[config.mk]
export PLATFORM = sky130hd
export DESIGN_NAME = start_rdy_timer
export DESIGN_NICKNAME = d
export VERILOG_FILES = /design/src/rtl/start_rdy_timer.sv
export SDC_FILE = /design/constraint.sdc
export NUM_CORES = 1
export LEC_CHECK = 0
export BUFFER_PORTS_ARGS = -buffer_cell sky130_fd_sc_hd__buf_2
export CAP_MARGIN = 20
export CORE_ASPECT_RATIO = 0.6
export CORE_MARGIN = 4
export CORE_UTILIZATION = 40
export CTS_CLUSTER_DIAMETER = 40
export DETAILED_ROUTE_END_ITERATION = 7
export GPL_TIMING_DRIVEN = 1
export HOLD_SLACK_MARGIN = 0.05
export SLEW_MARGIN = 20
export SYNTH_ARGS = -nofsm -noshare
export SYNTH_HDL_FRONTEND = slang
export SYNTH_SLANG_ARGS = --single-unit
[constraint.sdc]
create_clock -name clk -period 2.98 [get_ports clk]
set_input_delay 0.596 -clock clk [delete_from_list [all_inputs] [get_ports clk]]
set_output_delay 0.596 -clock clk [all_outputs]
set_load 0.02 [all_outputs]
[src/rtl/start_rdy_timer.sv]
// -----------------------------------------------------------------------------
// start_rdy_timer
//
// Responder side of the START/RDY handshake used by the control FSMs. A
// one-cycle START pulse arms a countdown of max(PERIOD,1) ticks. RDY drops on
// the START edge and rises again on the edge where the count expires. DONE
// pulses for one cycle on natural expiry only. CANCEL aborts a running count
// without a DONE pulse. A START while running reloads the count (retrigger).
//
// Optional build macro: TIMER_PRESCALE_EN
//   Defined   : one count tick every PRESCALE clocks while running.
//   Undefined : one count tick every clock; PRESCALE is not used by logic.
//
// Parameters:
//   WIDTH    - width of PERIOD and REMAIN
//   PRESCALE - clocks per tick when TIMER_PRESCALE_EN is defined (>= 1)
//
// Ports:
//   clk     in   system clock, rising edge
//   reset   in   asynchronous active-high reset
//   START   in   arm / retrigger request
//   CANCEL  in   abort running count (wins over START)
//   PERIOD  in   countdown length in ticks, captured on accepted START only
//   RDY     out  high when idle, low while counting (registered)
//   DONE    out  one-cycle pulse on natural expiry (registered)
//   REMAIN  out  ticks remaining while running, 0 when idle (registered)
// -----------------------------------------------------------------------------
module start_rdy_timer #(
  parameter int WIDTH    = 16,
  parameter int PRESCALE = 4
) (
  input  logic             clk,
  input  logic             reset,
  input  logic             START,
  input  logic             CANCEL,
  input  logic [WIDTH-1:0] PERIOD,
  output logic             RDY,
  output logic             DONE,
  output logic [WIDTH-1:0] REMAIN
);

  typedef enum logic [0:0] {
    IDLE = 1'b0,
    RUN  = 1'b1
  } state_t;

  state_t           state_r;
  logic             rdy_r;
  logic             done_r;
  logic [WIDTH-1:0] count_r;
  logic [WIDTH-1:0] load_val_s;
  logic             tick_s;
  logic             count_zero_s;

  // A prescaler of zero clocks per tick has no meaning; reject at elaboration.
  if (PRESCALE < 1) begin : g_prescale_check
    $error("start_rdy_timer: PRESCALE must be >= 1");
  end

  // Reload value: PERIOD of zero behaves as one tick, so the count starts at 0.
  always_comb begin
    load_val_s = {WIDTH{1'b0}};
    if (PERIOD == {WIDTH{1'b0}}) begin
      load_val_s = {WIDTH{1'b0}};
    end else begin
      load_val_s = PERIOD - WIDTH'(1);
    end
  end

  // Expiry is checked before decrement, so the counter never wraps below zero.
  always_comb begin
    count_zero_s = 1'b0;
    if (count_r == {WIDTH{1'b0}}) begin
      count_zero_s = 1'b1;
    end else begin
      count_zero_s = 1'b0;
    end
  end

`ifdef TIMER_PRESCALE_EN
  localparam int PW = (PRESCALE > 1) ? $clog2(PRESCALE) : 1;
  localparam logic [PW-1:0] PRE_LAST = PW'(PRESCALE - 1);

  logic [PW-1:0] pre_r;
  logic          pre_run_s;

  // Tick on the last prescaler phase of each period while running.
  always_comb begin
    tick_s = 1'b0;
    if (pre_r == PRE_LAST) begin
      tick_s = 1'b1;
    end else begin
      tick_s = 1'b0;
    end
  end

  // Prescaler only advances in an undisturbed RUN cycle that is not a tick;
  // START, CANCEL, tick (wrap or expiry) and IDLE all return it to phase 0.
  always_comb begin
    pre_run_s = 1'b0;
    if ((state_r == RUN) && !START && !CANCEL && !tick_s) begin
      pre_run_s = 1'b1;
    end else begin
      pre_run_s = 1'b0;
    end
  end

  // Prescaler phase register.
  always_ff @(posedge clk or posedge reset) begin
    if (reset) begin
      pre_r <= {PW{1'b0}};
    end else if (pre_run_s) begin
      pre_r <= pre_r + PW'(1);
    end else begin
      pre_r <= {PW{1'b0}};
    end
  end
`else
  // Without the prescaler every clock is a count tick.
  assign tick_s = 1'b1;
`endif

  // Main controller: state, countdown and the registered handshake outputs.
  always_ff @(posedge clk or posedge reset) begin
    if (reset) begin
      state_r <= IDLE;
      rdy_r   <= 1'b1;
      done_r  <= 1'b0;
      count_r <= {WIDTH{1'b0}};
    end else begin
      // DONE is a single-cycle pulse unless expiry re-asserts it below.
      done_r <= 1'b0;
      case (state_r)
        IDLE: begin
          if (START && !CANCEL) begin
            state_r <= RUN;
            rdy_r   <= 1'b0;
            count_r <= load_val_s;
          end else begin
            state_r <= IDLE;
            rdy_r   <= 1'b1;
            count_r <= {WIDTH{1'b0}};
          end
        end
        RUN: begin
          if (CANCEL) begin
            // Abort: back to idle without DONE.
            state_r <= IDLE;
            rdy_r   <= 1'b1;
            count_r <= {WIDTH{1'b0}};
          end else if (START) begin
            // Retrigger: reload from the PERIOD presented on this edge.
            state_r <= RUN;
            rdy_r   <= 1'b0;
            count_r <= load_val_s;
          end else if (tick_s && count_zero_s) begin
            // Natural expiry.
            state_r <= IDLE;
            rdy_r   <= 1'b1;
            done_r  <= 1'b1;
            count_r <= {WIDTH{1'b0}};
          end else if (tick_s) begin
            state_r <= RUN;
            rdy_r   <= 1'b0;
            count_r <= count_r - WIDTH'(1);
          end else begin
            state_r <= RUN;
            rdy_r   <= 1'b0;
            count_r <= count_r;
          end
        end
        default: begin
          state_r <= IDLE;
          rdy_r   <= 1'b1;
          count_r <= {WIDTH{1'b0}};
        end
      endcase
    end
  end

  // The counter is held at zero in IDLE, so it doubles as REMAIN.
  assign RDY    = rdy_r;
  assign DONE   = done_r;
  assign REMAIN = count_r;

endmodule

Yosys cells after proc, flatten, opt, wreduce, memory -nomap -nowiden. Cells that the tools add are included.

$add $sub $neg: 2. Muxes and demuxes: 19. Bitwise operators: 1. Reductions and logical operators: 4.

Operators by type and width (number): 16-bit two-way mux (5); 16-bit logical NOT (2); 16-bit one-hot mux with 2 select lines (1); 16-bit by 1-bit subtractor with 16-bit output (second input constant) (2); 1-bit two-way mux (11); 1-bit one-hot mux with 2 select lines (2); 1-bit logical AND (1); 1-bit logical NOT (1); 1-bit inverter (1).

Flip-flop bits (word level): 19. Bits of input ports: 20. Output and inout port bits: 18.

Longest topological paths before layout. Gate-level depths: netlist (run 1).

Depth after elaboration: 6. Mapped depth: 7. Depth with buffers taken out: 7.

Worst setup path after synthesis (run 1). Ideal clock, no wire load.

Path kind: in2reg. Start point: input port PERIOD[0]. End point: register count_r[10], in the netlist REMAIN[10]. Arrival time: 2.136 ns. Slack: 0.709 ns. Cell stages on the path: 7. Path buffers: 0. Path through: inv_1 ha_1 nor3b_1 nand2_1 or4_1 a21oi_1 o22ai_1.

Cells in the longest elaborated chain, start to end: 5. Elaborated cells between the ends (all ways): 7. Those cells by class: add/sub (1); mux (5); reduce/logical (1).

Ends and longest elaborated chain: from (decl) (line 36) `input logic [WIDTH-1:0] PERIOD,`; 16-bit by 1-bit subtractor with 16-bit output / 16-bit logical NOT (equally long branches) (line 66, 63); 16-bit two-way mux * (line 63) `if (PERIOD == {WIDTH{1'b0}}) begin`; 16-bit two-way mux (line 151) `end else if (START) begin`; 16-bit two-way mux (line 146) `if (CANCEL) begin`; 16-bit one-hot mux with 2 select lines * (line 133) `case (state_r)`; to (signal assigned) (line 138) `count_r <= load_val_s;`; to (signal assigned) (line 150) `count_r <= {WIDTH{1'b0}};`; to (signal assigned) (line 155) `count_r <= load_val_s;`; to (decl) (line 50) `logic [WIDTH-1:0] count_r;`.

Every way passes the cells marked *; elsewhere a longest branch is shown, timed or not.

Worst setup path in the final report (run 1).
Start point: register count_r[8], in the netlist REMAIN[8]. End point: register count_r[3], in the netlist REMAIN[3].

Cells in the longest elaborated chain, start to end: 6.

Ends and longest elaborated chain: from (signal assigned) (line 129) `count_r <= {WIDTH{1'b0}};`; from (signal assigned) (line 138); from (signal assigned) (line 142) `count_r <= {WIDTH{1'b0}};`; 16-bit logical NOT (line 73) `if (count_r == {WIDTH{1'b0}}) begin`; 1-bit two-way mux (line 73); 16-bit two-way mux (line 156) `end else if (tick_s && count_zero_s) begin`; 16-bit two-way mux (line 151); 16-bit two-way mux (line 146); 16-bit one-hot mux with 2 select lines (line 133).

Every way passes these cells.

==> reports/qor.csv, run 1 <==
stage,metric,value,unit
cts,hold buffer count at CTS,0,
power,Static Leak,0.7099,nW
floorplanning,DIE HEIGHT,52.29,um
cts,CTS buffer count,3,
timing,Setup-failing EPs final,0,
placement,Final GP Congestion,0.8580,
cells_and_area,Finished Cell Area,1574,um2
setup_path,largest fanout on the critical path,14,
route,wl on met1,1.858,mm
global_route,GRT Residual Overflow,0,
synthesis,Synth Cell Area,1308,um2
cts,Clock transition at path regs,70,ps
floorplanning,Die Wd,81.81,um
status,status,"complete, no violations",
synthesis,post-synthesis net count,163,
cells_and_area,fillcell total,316,
route,final WL,3.422,mm
timing,Final Max Tran Viols,0,
job,maxcap violations,0,
cells_and_area,proportion of layout cells with a drive suffix above 1,30.17,%
cells_and_area,Layout Nets,202,
global_route,vias in the first global route,1082,
setup_path,crit-path cells,or4_4 > or4_4 > o21bai_4 > o22ai_1,
cts,Sink Count,19,
route,routed length per instance,15.48,um
global_route,initial antenna violation count,0,
route,met2 wire length,1.381,mm
synthesis,Syn Inst Count,141,
placement,placed cell area,1529,um2
synthesis,#FFs+latches synth,19,
synthesis,"Seq/Total Area, Yosys",36.46,%
cells_and_area,area grow syn2layout,20.38,%
power,Pwr Total,0.7088,mW
route,max layer used,met4,
timing,Rel. slew slack,50.08,%
timing,minimum clock period,2219,ps
setup_path,Worst setup SP type,register,
route,remaining antenna violation count,0,
power,Pwr Density,450.3,nW/um2
cts,CTS tree,done,
global_route,Tot GR Track Use,17.55,%
cells_and_area,# diodes,0,
route,Initial DRC Count,45,
timing,RSZ-0062 raised after global routing,false,
placement,PortBufs,37,
setup_path,"slowest stage delay, CP",590,ps
setup_path,Worst Reg-to-Reg Cells,4,
setup_path,CP arrival,2350,ps
setup_path,Critical Path Stages,4,
setup_path,Top Family by Delay on Critical Path,simple AND/OR/NAND/NOR gates,
floorplanning,core footprint,3003,um2
floorplanning,Initial Util,43.54,%
setup_path,"most used cell, CP",or4_4,
power,Peak VDD IR,149.4,uV
placement,HPWL Detailed,2.788,mm
cts,post-CTS setup buffer count,0,
setup_path,WS Path Type,reg2reg,
setup_path,Required @ worst endpoint,3110,ps
route,DRT Pass-1 Iters,4,
setup_path,WP buf/inv,0,
setup_path,CP endpoint kind,register,
timing,highest clock rate,0.4506,GHz
floorplanning,die area,4277,um2
timing,worst slew pin tran,748.0,ps
cts,deepest clock path buffer count,2,
timing,Final Hold Fails,0,
route,DRC errors left,0,
synthesis,syn_area_per_cell,9.273,um2
global_route,largest net degree at the start of global routing,20,
synthesis,synthesis warning total,0,
route,vias,1170,
cts,CTS root buf,clkbuf_8,
floorplanning,FP Rows,15,
timing,Setup Skew,0.7177,ps
route,WL met3,160,um
route,Vias per Instance,5.294,
synthesis,count of different cell masters after synthesis,36,
cts,post-cts gate resize count,0,
cts,worst skew pair latency,250,ps
timing,final worst path period share,74.47,%
floorplanning,I/O pins,38,
timing,setup TNS,0,ps
min_path,Hold Path Class,in2async,
global_route,first-pass GRT wire length,5.609,mm
cts,H-Tree Level Count,1,
setup_path,Crit-path slowest cell,or4_4,
-- stage by stage --
| stage | util [%] | worst slack [ps] | hold WS, ps | instances |
|---|---|---|---|---|
| 2_1_floorplan | - | 709.0 | 486.8 | 141 |
| 6_report | 52.42 | 760.7 | 461.8 | 221 |
| 5_1_grt | 52.42 | 663.5 | 513.4 | 221 |
| 3_3_place_gp | 50.92 | 605.9 | 545.5 | 217 |
| 4_1_cts | 52.42 | 762.8 | 495.1 | 221 |
| 3_5_place_dp | 50.92 | 612.2 | 543.2 | 217 |
-- worst paths after layout --
| check | startpoint | slack, ps | to |
|---|---|---|---|
| max | REMAIN[8] | 760 | REMAIN[3] |
| min | reset | 460 | REMAIN[4] |
| max reg2reg | REMAIN[8] | 760 | REMAIN[3] |
| min reg2reg | state_r | 550 | state_r |
| max in group asynchronous | reset | 2050 | REMAIN[1] |
| min in group clk | state_r | 550 | state_r |
-- registers in the layout, summed over array words and instances, names as in the netlist --
| signal | flops |
|---|---|
| DONE | 1 |
| REMAIN | 16 |
| RDY | 1 |
| state_r | 1 |
-- cell families after synthesis --
family / count (synthesis) / synth area share [%]
AO/OA/AOI/OAI: 25 / 13.40
XOR/XNOR: 20 / 13.40
adder cells (fa/ha/maj): 2 / 1.914
buffers and inverters: 11 / 3.828
flip-flops: 19 / 36.46
multiplexers: 5 / 3.828
AND/OR/NAND/NOR: 59 / 27.18
-- area by class of cell --
cell class | count | area (um2) | share of cell area [%]
Tap cell | 42 | 52.55 | 3.339
Timing Repair Buffer | 38 | 192.7 | 12.24
Clock buffer | 4 | 45.04 | 2.862
Multi-Input combinational cell | 111 | 780.7 | 49.60
Inverter | 7 | 26.28 | 1.669
Sequential cell | 19 | 476.7 | 30.29
-- synth_stat cells --
cell type / instances / area [um2]
dfrtp_1: 18 / 450.4
nor2_1: 15 / 56.30
o22ai_1: 15 / 93.84
xnor2_1: 12 / 105.1
nand2_1: 9 / 33.78
nor3_1: 9 / 45.04
xor2_1: 8 / 70.07
inv_1: 7 / 26.28
mux2i_1: 5 / 50.05
a21oi_1: 4 / 20.02
nand2b_1: 4 / 25.02
nor4_1: 3 / 18.77
or4_1: 3 / 22.52
clkbuf_1: 2 / 7.510
ha_1: 2 / 25.02
nand3_1: 2 / 10.01
nor3_2: 2 / 20.02
nor3b_1: 2 / 15.01
or4_4: 2 / 22.52
a211oi_1: 1 / 7.510
a31o_2: 1 / 8.760
buf_2: 1 / 5.000
buf_6: 1 / 11.26
dfstp_2: 1 / 26.28
nand4b_1: 1 / 8.760
nor2b_1: 1 / 6.260
nor4_2: 1 / 12.51
nor4_4: 1 / 21.27
nor4b_2: 1 / 15.01
o21ai_0: 1 / 5.000
o21bai_4: 1 / 18.77
o22a_1: 1 / 8.760
o22ai_2: 1 / 12.51
or3_1: 1 / 6.260
or3_2: 1 / 7.510
or4_2: 1 / 8.760
-- placed cells by master (no fill, tap or decap) --
master    Yosys  routed
ha_1          2       2
buf_4         0       1
nand3_1       2       2
mux2i_1       5       5
xor2_1        8       8
o22a_1        1       1
or3_2         1       1
nor4_4        1       1
or3_1         1       1
o22ai_2       1       1
a31o_2        1       1
or4_1         3       3
nor4_1        3       3
clkbuf_1      2       1
nor3_2        2       2
nand2_1       9       9
dfstp_2       1       1
o21ai_0       1       1
or4_4         2       2
or4_2         1       1
nor3_1        9       9
xnor2_1      12      12
nor2_1       15      15
dfrtp_1      18      18
nor2b_1       1       1
a211oi_1      1       1
o21bai_4      1       1
nor3b_1       2       2
inv_1         7       7
a21oi_1       4       4
nand2b_1      4       4
nor4_2        1       1
nand4b_1      1       1
buf_2         1      37
clkbuf_8      0       3
o22ai_1      15      15
nor4b_2       1       1
-- metal layers --
metal	track usage (%)	vias up
met5	0	-
met4	3.315	0
met3	2.577	2
met2	24.26	29
met1	28.22	545
li1	-	594
-- power breakdown --
group | leakage [nW] | switching, mW | internal (mW)
sequential | 0.251 | 0.0241 | 0.278
clock | 0.0228 | 0.0844 | 0.0950
combinational | 0.437 | 0.135 | 0.0922
No activity file was read; power rests on OpenSTA's default activity.
==> run 2: changes to the inputs <==
--- a/config.mk
+++ b/config.mk
@@ -5,6 +5,7 @@
 export SDC_FILE = /design/constraint.sdc
 export NUM_CORES = 1
 export LEC_CHECK = 0
+export ABC_AREA = 1
 export BUFFER_PORTS_ARGS = -buffer_cell sky130_fd_sc_hd__buf_2
 export CAP_MARGIN = 20
 export CORE_ASPECT_RATIO = 0.6
==> constraint.sdc (replaced) <==
create_clock -name clk -period 2 [get_ports clk]
set_input_delay 0.4 -clock clk [delete_from_list [all_inputs] [get_ports clk]]
set_output_delay 0.4 -clock clk [all_outputs]
set_load 0.02 [all_outputs]
==> reports/qor.csv, run 2 <==
stage,metric,value,unit
power,Peak VDD IR,302.6,uV
cells_and_area,Layout Nets,333,
synthesis,ys flop type,dfrtp_1,
power,Static Leak,1.083,nW
setup_path,WS Path Type,reg2reg,
timing,final worst path period share,91.97,%
synthesis,Syn Inst Count,268,
global_route,largest net degree at the start of global routing,25,
synthesis,Synth area leaders,"dfrtp_1 (25%), nand2_1 (15%), nand3_1 (6.8%)",
timing,setup TNS,0,ps
timing,minimum clock period,1839,ps
cts,worst skew pair latency,260,ps
synthesis,Synth Cell Area,1829,um2
global_route,met2 Track Usage GR,27.86,%
job,maxcap violations,0,
cts,post-CTS setup buffer count,0,
timing,Rel. slew slack,68.14,%
floorplanning,FP Rows,18,
cts,H-Tree Level Count,1,
timing,Final Hold Fails,0,
synthesis,count of different cell masters after synthesis,36,
floorplanning,Initial Util,42.97,%
synthesis,#FFs+latches synth,19,
route,routed length per instance,12.46,um
cells_and_area,area grow syn2layout,16.69,%
cts,hold buffer count at CTS,0,
cells_and_area,max FFs per register,16,
placement,HPWL Detailed,3.706,mm
global_route,vias in the first global route,1712,
cts,CTS root buf,clkbuf_8,
status,status,"complete, no violations",
cts,Clock transition at path regs,80,ps
power,Pwr Density,612.0,nW/um2
timing,setup ws final,160.7,ps
cts,CTS tree,done,
route,Vias per Instance,4.881,
synthesis,"count leader, synth",nand2_1,
setup_path,CP endpoint kind,register,
cts,post-cts gate resize count,0,
cells_and_area,proportion of layout cells with a drive suffix above 1,30.00,%
synthesis,Post-synth top cells,"nand2_1 (71), inv_1 (29), nand3_1 (25), nor2_1 (25), dfrtp_1 (18)",
timing,highest clock rate,0.5437,GHz
timing,Final Max Tran Viols,0,
synthesis,Synth area leader,dfrtp_1,
min_path,Hold Path Class,in2async,
floorplanning,DIE HEIGHT,60.38,um
global_route,M1 GR Usage,25.48,%
route,remaining antenna violation count,0,
placement,pre-CTS setup slack,56.22,ps
cells_and_area,"commonest non-fill, non-tap cells in the layout","nand2_1 (71), buf_2 (37), inv_1 (29)",
cts,Sink Count,19,
cts,CTS buffer count,3,
floorplanning,die area,5755,um2
synthesis,post-synthesis net count,290,
global_route,met3 GRT Util,3.594,%
synthesis,share of the synthesized area in the top cell type,24.62,%
synthesis,"Async S/R FF share, synth",100.0,%
synthesis,synthesis warning total,0,
placement,PortBufs,37,
route,final WL,4.610,mm
placement,Final GP Congestion,0.8285,
synthesis,"Seq/Total Area, Yosys",26.06,%
setup_path,Required @ worst endpoint,2180,ps
synthesis,syn_area_per_cell,6.826,um2
route,Initial DRC Count,67,
cts,deepest clock path buffer count,2,
floorplanning,core footprint,4257,um2
floorplanning,I/O pins,38,
setup_path,CP arrival,2020,ps
timing,RSZ-0062 raised after global routing,false,
global_route,GRT Residual Overflow,0,
global_route,first-pass GRT wire length,7.914,mm
route,DRT Pass-1 Iters,4,
route,DRC errors left,0,
synthesis,number of synthesized flops with an enable pin,0,
floorplanning,Die Wd,95.31,um
global_route,initial antenna violation count,0,
timing,Setup-failing EPs final,0,
timing,worst slew pin tran,476.8,ps
timing,Setup Skew,5.680,ps
cells_and_area,"most common cell after layout, fill and taps aside",nand2_1,
global_route,global route hottest layer,met2,
setup_path,Worst setup SP type,register,
route,vias,1806,
setup_path,largest fanout on the critical path,16,
global_route,Tot GR Track Use,17.57,%
cells_and_area,# diodes,0,
[run 2: logic make-up after synthesis]
kind of cell	after synthesis	synth area share (%)
flops	19	26.06
buf+inv	40	9.917
xor+xnor	10	4.788
simple gates	167	48.15
compound gates	30	9.713
fa+ha+maj	2	1.368
[run 2: metal layers]
metal / wire length (um) / up-vias
li1: - / 940
met1: 2337 / 818
met2: 1978 / 46
met3: 277 / 2
met4: 17 / 0
met5: 0 / -
[run 2: critical path: stages (launching register included)]
cell     delay (ps)
dfrtp_1         350
inv_1            80
ha_1            250
nand2_1         140
nor2_4           70
nand3_4          80
nor2_4           40
nor2_4          370
o21ai_0         160
o21ai_1         200
[run 2: path summary, 6_finish.rpt]
kind,slack [ps],startpoint,cells after the start,to
hold reg to reg,650,REMAIN[15],3,DONE
min in group clk,430,CANCEL,4,REMAIN[12]
setup / recovery,160,REMAIN[0],9,REMAIN[0]
setup reg to reg,160,REMAIN[0],9,REMAIN[0]
hold / removal,150,reset,3,REMAIN[15]
max in group asynchronous,1580,reset,3,RDY
[run 2: final cells by class]
| class | instances | area, um2 |
|---|---|---|
| multi-input cells | 209 | 1171 |
| well taps | 60 | 75.07 |
| clock buffers | 4 | 45.04 |
| fillers | 435 | 2122 |
| repair buffers | 44 | 237.7 |
| inverters | 34 | 128.9 |
| flip-flops and latches | 19 | 476.7 |
[run 2: per-stage QoR]
| step | hold slack (ps) | std cells | utilization [%] | total power, mW | cell area [um2] |
|---|---|---|---|---|---|
| after global routing | 177.5 | 370 | 50.15 | 1.407 | 2135 |
| after CTS | 159.3 | 370 | 50.15 | 1.320 | 2135 |
| after global placement | 439.6 | 366 | 49.09 | 1.035 | 2090 |
| after detailed placement | 444.7 | 366 | 49.09 | 1.038 | 2090 |
| after floorplan | 350.4 | 268 | - | 0.8908 | 1829 |
| final | 149.2 | 370 | 50.15 | 1.306 | 2135 |
[run 2: report_power, final]
| group | internal [mW] | switching [mW] |
|---|---|---|
| registers | 0.423 | 0.0437 |
| clock network | 0.142 | 0.138 |
| logic | 0.201 | 0.358 |
==> run 3: changes to the inputs <==
--- a/config.mk
+++ b/config.mk
@@ -6,7 +6,7 @@
 export NUM_CORES = 1
 export LEC_CHECK = 0
 export ABC_AREA = 1
-export BUFFER_PORTS_ARGS = -buffer_cell sky130_fd_sc_hd__buf_2
+export BUFFER_PORTS_ARGS = -buffer_cell sky130_fd_sc_hd__buf_4
 export CAP_MARGIN = 20
 export CORE_ASPECT_RATIO = 0.6
 export CORE_MARGIN = 4
==> reports/qor.csv, run 3 (same netlist as run 2, synthesis figures left out) <==
stage,metric,value,unit
power,sequential power share,35.3,%
timing,Setup Skew,5.088,ps
timing,minimum clock period,1727,ps
timing,Final Max Tran Viols,0,
setup_path,FF-to-FF setup slack,270,ps
cts,post-CTS setup buffer count,0,
cells_and_area,Layout Nets,332,
power,Peak VDD IR,298.7,uV
global_route,GRT Residual Overflow,0,
cells_and_area,# diodes,0,
cells_and_area,Finished Cell Area,2220,um2
cts,CTS tree,done,
cts,CTS root buf,clkbuf_8,
floorplanning,Die Wd,95.31,um
global_route,initial antenna violation count,0,
route,DRT Pass-1 Iters,4,
timing,Rel. slew slack,73.22,%
route,DRC errors left,0,
floorplanning,FP Rows,18,
route,Vias per Instance,4.989,
floorplanning,die area,5755,um2
timing,highest clock rate,0.5792,GHz
setup_path,Required @ worst endpoint,2150,ps
cells_and_area,utilization after layout,52.15,%
route,vias,1841,
floorplanning,DIE HEIGHT,60.38,um
power,Logic pwr share,44.2,%
cts,hold buffer count at CTS,0,
floorplanning,I/O pins,38,
setup_path,Worst setup SP type,register,
setup_path,WS Path Type,reg2reg,
timing,Final Hold Fails,0,
route,Initial DRC Count,77,
timing,RSZ-0062 raised after global routing,false,
cts,Clock transition at path regs,70,ps
timing,final worst path period share,86.33,%
setup_path,CP endpoint kind,register,
placement,placed cell area,2175,um2
timing,Setup-failing EPs final,0,
cells_and_area,"most common cell after layout, fill and taps aside",nand2_1,
job,maxcap violations,0,
placement,PortBufs,37,
cts,CTS buffer count,3,
placement,DP Cell Count,365,
power,Pwr Density,598.8,nW/um2
setup_path,worst reg2reg startpoint,REMAIN[0],
power,power share of the clock group,20.5,%
cts,Sink Count,19,
global_route,Tot GR Track Use,16.90,%
setup_path,Worst Reg-to-Reg Cells,10,
cells_and_area,proportion of layout cells with a drive suffix above 1,29.77,%
power,Static Leak,1.098,nW
cts,post-cts gate resize count,0,
placement,Final GP Congestion,0.8489,
route,routed length per instance,12.22,um
route,remaining antenna violation count,0,
cells_and_area,max FFs per register,16,
cts,H-Tree Level Count,1,
cells_and_area,post-route insts no fill,369,
route,final WL,4.510,mm
cts,worst skew pair latency,260,ps
floorplanning,Initial Util,42.97,%
cells_and_area,"commonest non-fill, non-tap cells in the layout","nand2_1 (71), buf_4 (43), inv_1 (29)",
power,Psw,0.5343,mW
status,status,"complete, no violations",
setup_path,Critical R2R Capture,REMAIN[10],
timing,setup TNS,0,ps
floorplanning,core footprint,4257,um2
global_route,first-pass GRT wire length,7.527,mm
placement,HPWL Detailed,3.740,mm
timing,worst slew pin tran,400.3,ps
setup_path,largest fanout on the critical path,12,
power,internal cell power,0.7948,mW
global_route,largest net degree at the start of global routing,25,
setup_path,CP arrival,1870,ps
global_route,vias in the first global route,1646,
cts,deepest clock path buffer count,2,
power,sw frac,40.20,%
min_path,Hold Path Class,in2async,
cells_and_area,area grow syn2layout,21.34,%
-- run 3: changes by cell type in the layout (fill, tap and decap cells not counted), sizes merged --
cell	before	now
buf	44	43
-- run 3: worst max-delay path by stage --
stage,end,from,slack [ps]
after floorplan,REMAIN[1],REMAIN[0],370
after global placement,REMAIN[8],PERIOD[0],160
after detailed placement,REMAIN[1],PERIOD[0],70
after CTS,REMAIN[10],REMAIN[0],260
after global routing,REMAIN[11],REMAIN[0],100
final,REMAIN[10],REMAIN[0],270
-- run 3: per-stage QoR --
stage | setup slack, ps | power (mW) | hold slack (ps)
after global routing | 97.92 | 1.433 | 182.2
after detailed placement | 70.32 | 1.068 | 456.0
final | 273.4 | 1.329 | 165.7
after global placement | 162.0 | 1.064 | 450.5
after floorplan | 368.6 | 0.8908 | 350.4
after CTS | 262.9 | 1.345 | 176.3
-- run 3: final cells by class --
| class | instances | area [um2] |
|---|---|---|
| sequential | 19 | 476.7 |
| timing repair buffer | 43 | 322.8 |
| tap | 60 | 75.07 |
| multi-input combinational | 209 | 1171 |
| fill | 427 | 2037 |
| clock buffer | 4 | 45.04 |
| inverter | 34 | 128.9 |
-- run 3: worst max-delay path, cell delays in order, from the launching register on --
cell,delay (ps)
dfrtp_1,380
inv_1,100
ha_1,240
nand2_1,120
nor2_4,180
nand3_4,110
nor2_4,110
nor2_4,80
buf_4,170
nand3_2,60
nand2_1,50
-- run 3: routing by layer --
| layer | wire (um) | vias up | track usage (%) |
|---|---|---|---|
| met5 | 0 | - | 0 |
| met4 | 17 | 0 | 2.464 |
| met3 | 282 | 2 | 4.213 |
| met2 | 1971 | 48 | 26.67 |
| met1 | 2238 | 848 | 24.11 |
| li1 | - | 943 | - |
-- run 3: power groups by stage --
stage / sequential, mW / combinational [mW] / clock [mW]
after floorplan: 0.512 / 0.379 / 0
after global placement: 0.477 / 0.588 / 0
after detailed placement: 0.477 / 0.592 / 0
after CTS: 0.469 / 0.594 / 0.281
after global routing: 0.475 / 0.657 / 0.301
final: 0.469 / 0.588 / 0.272
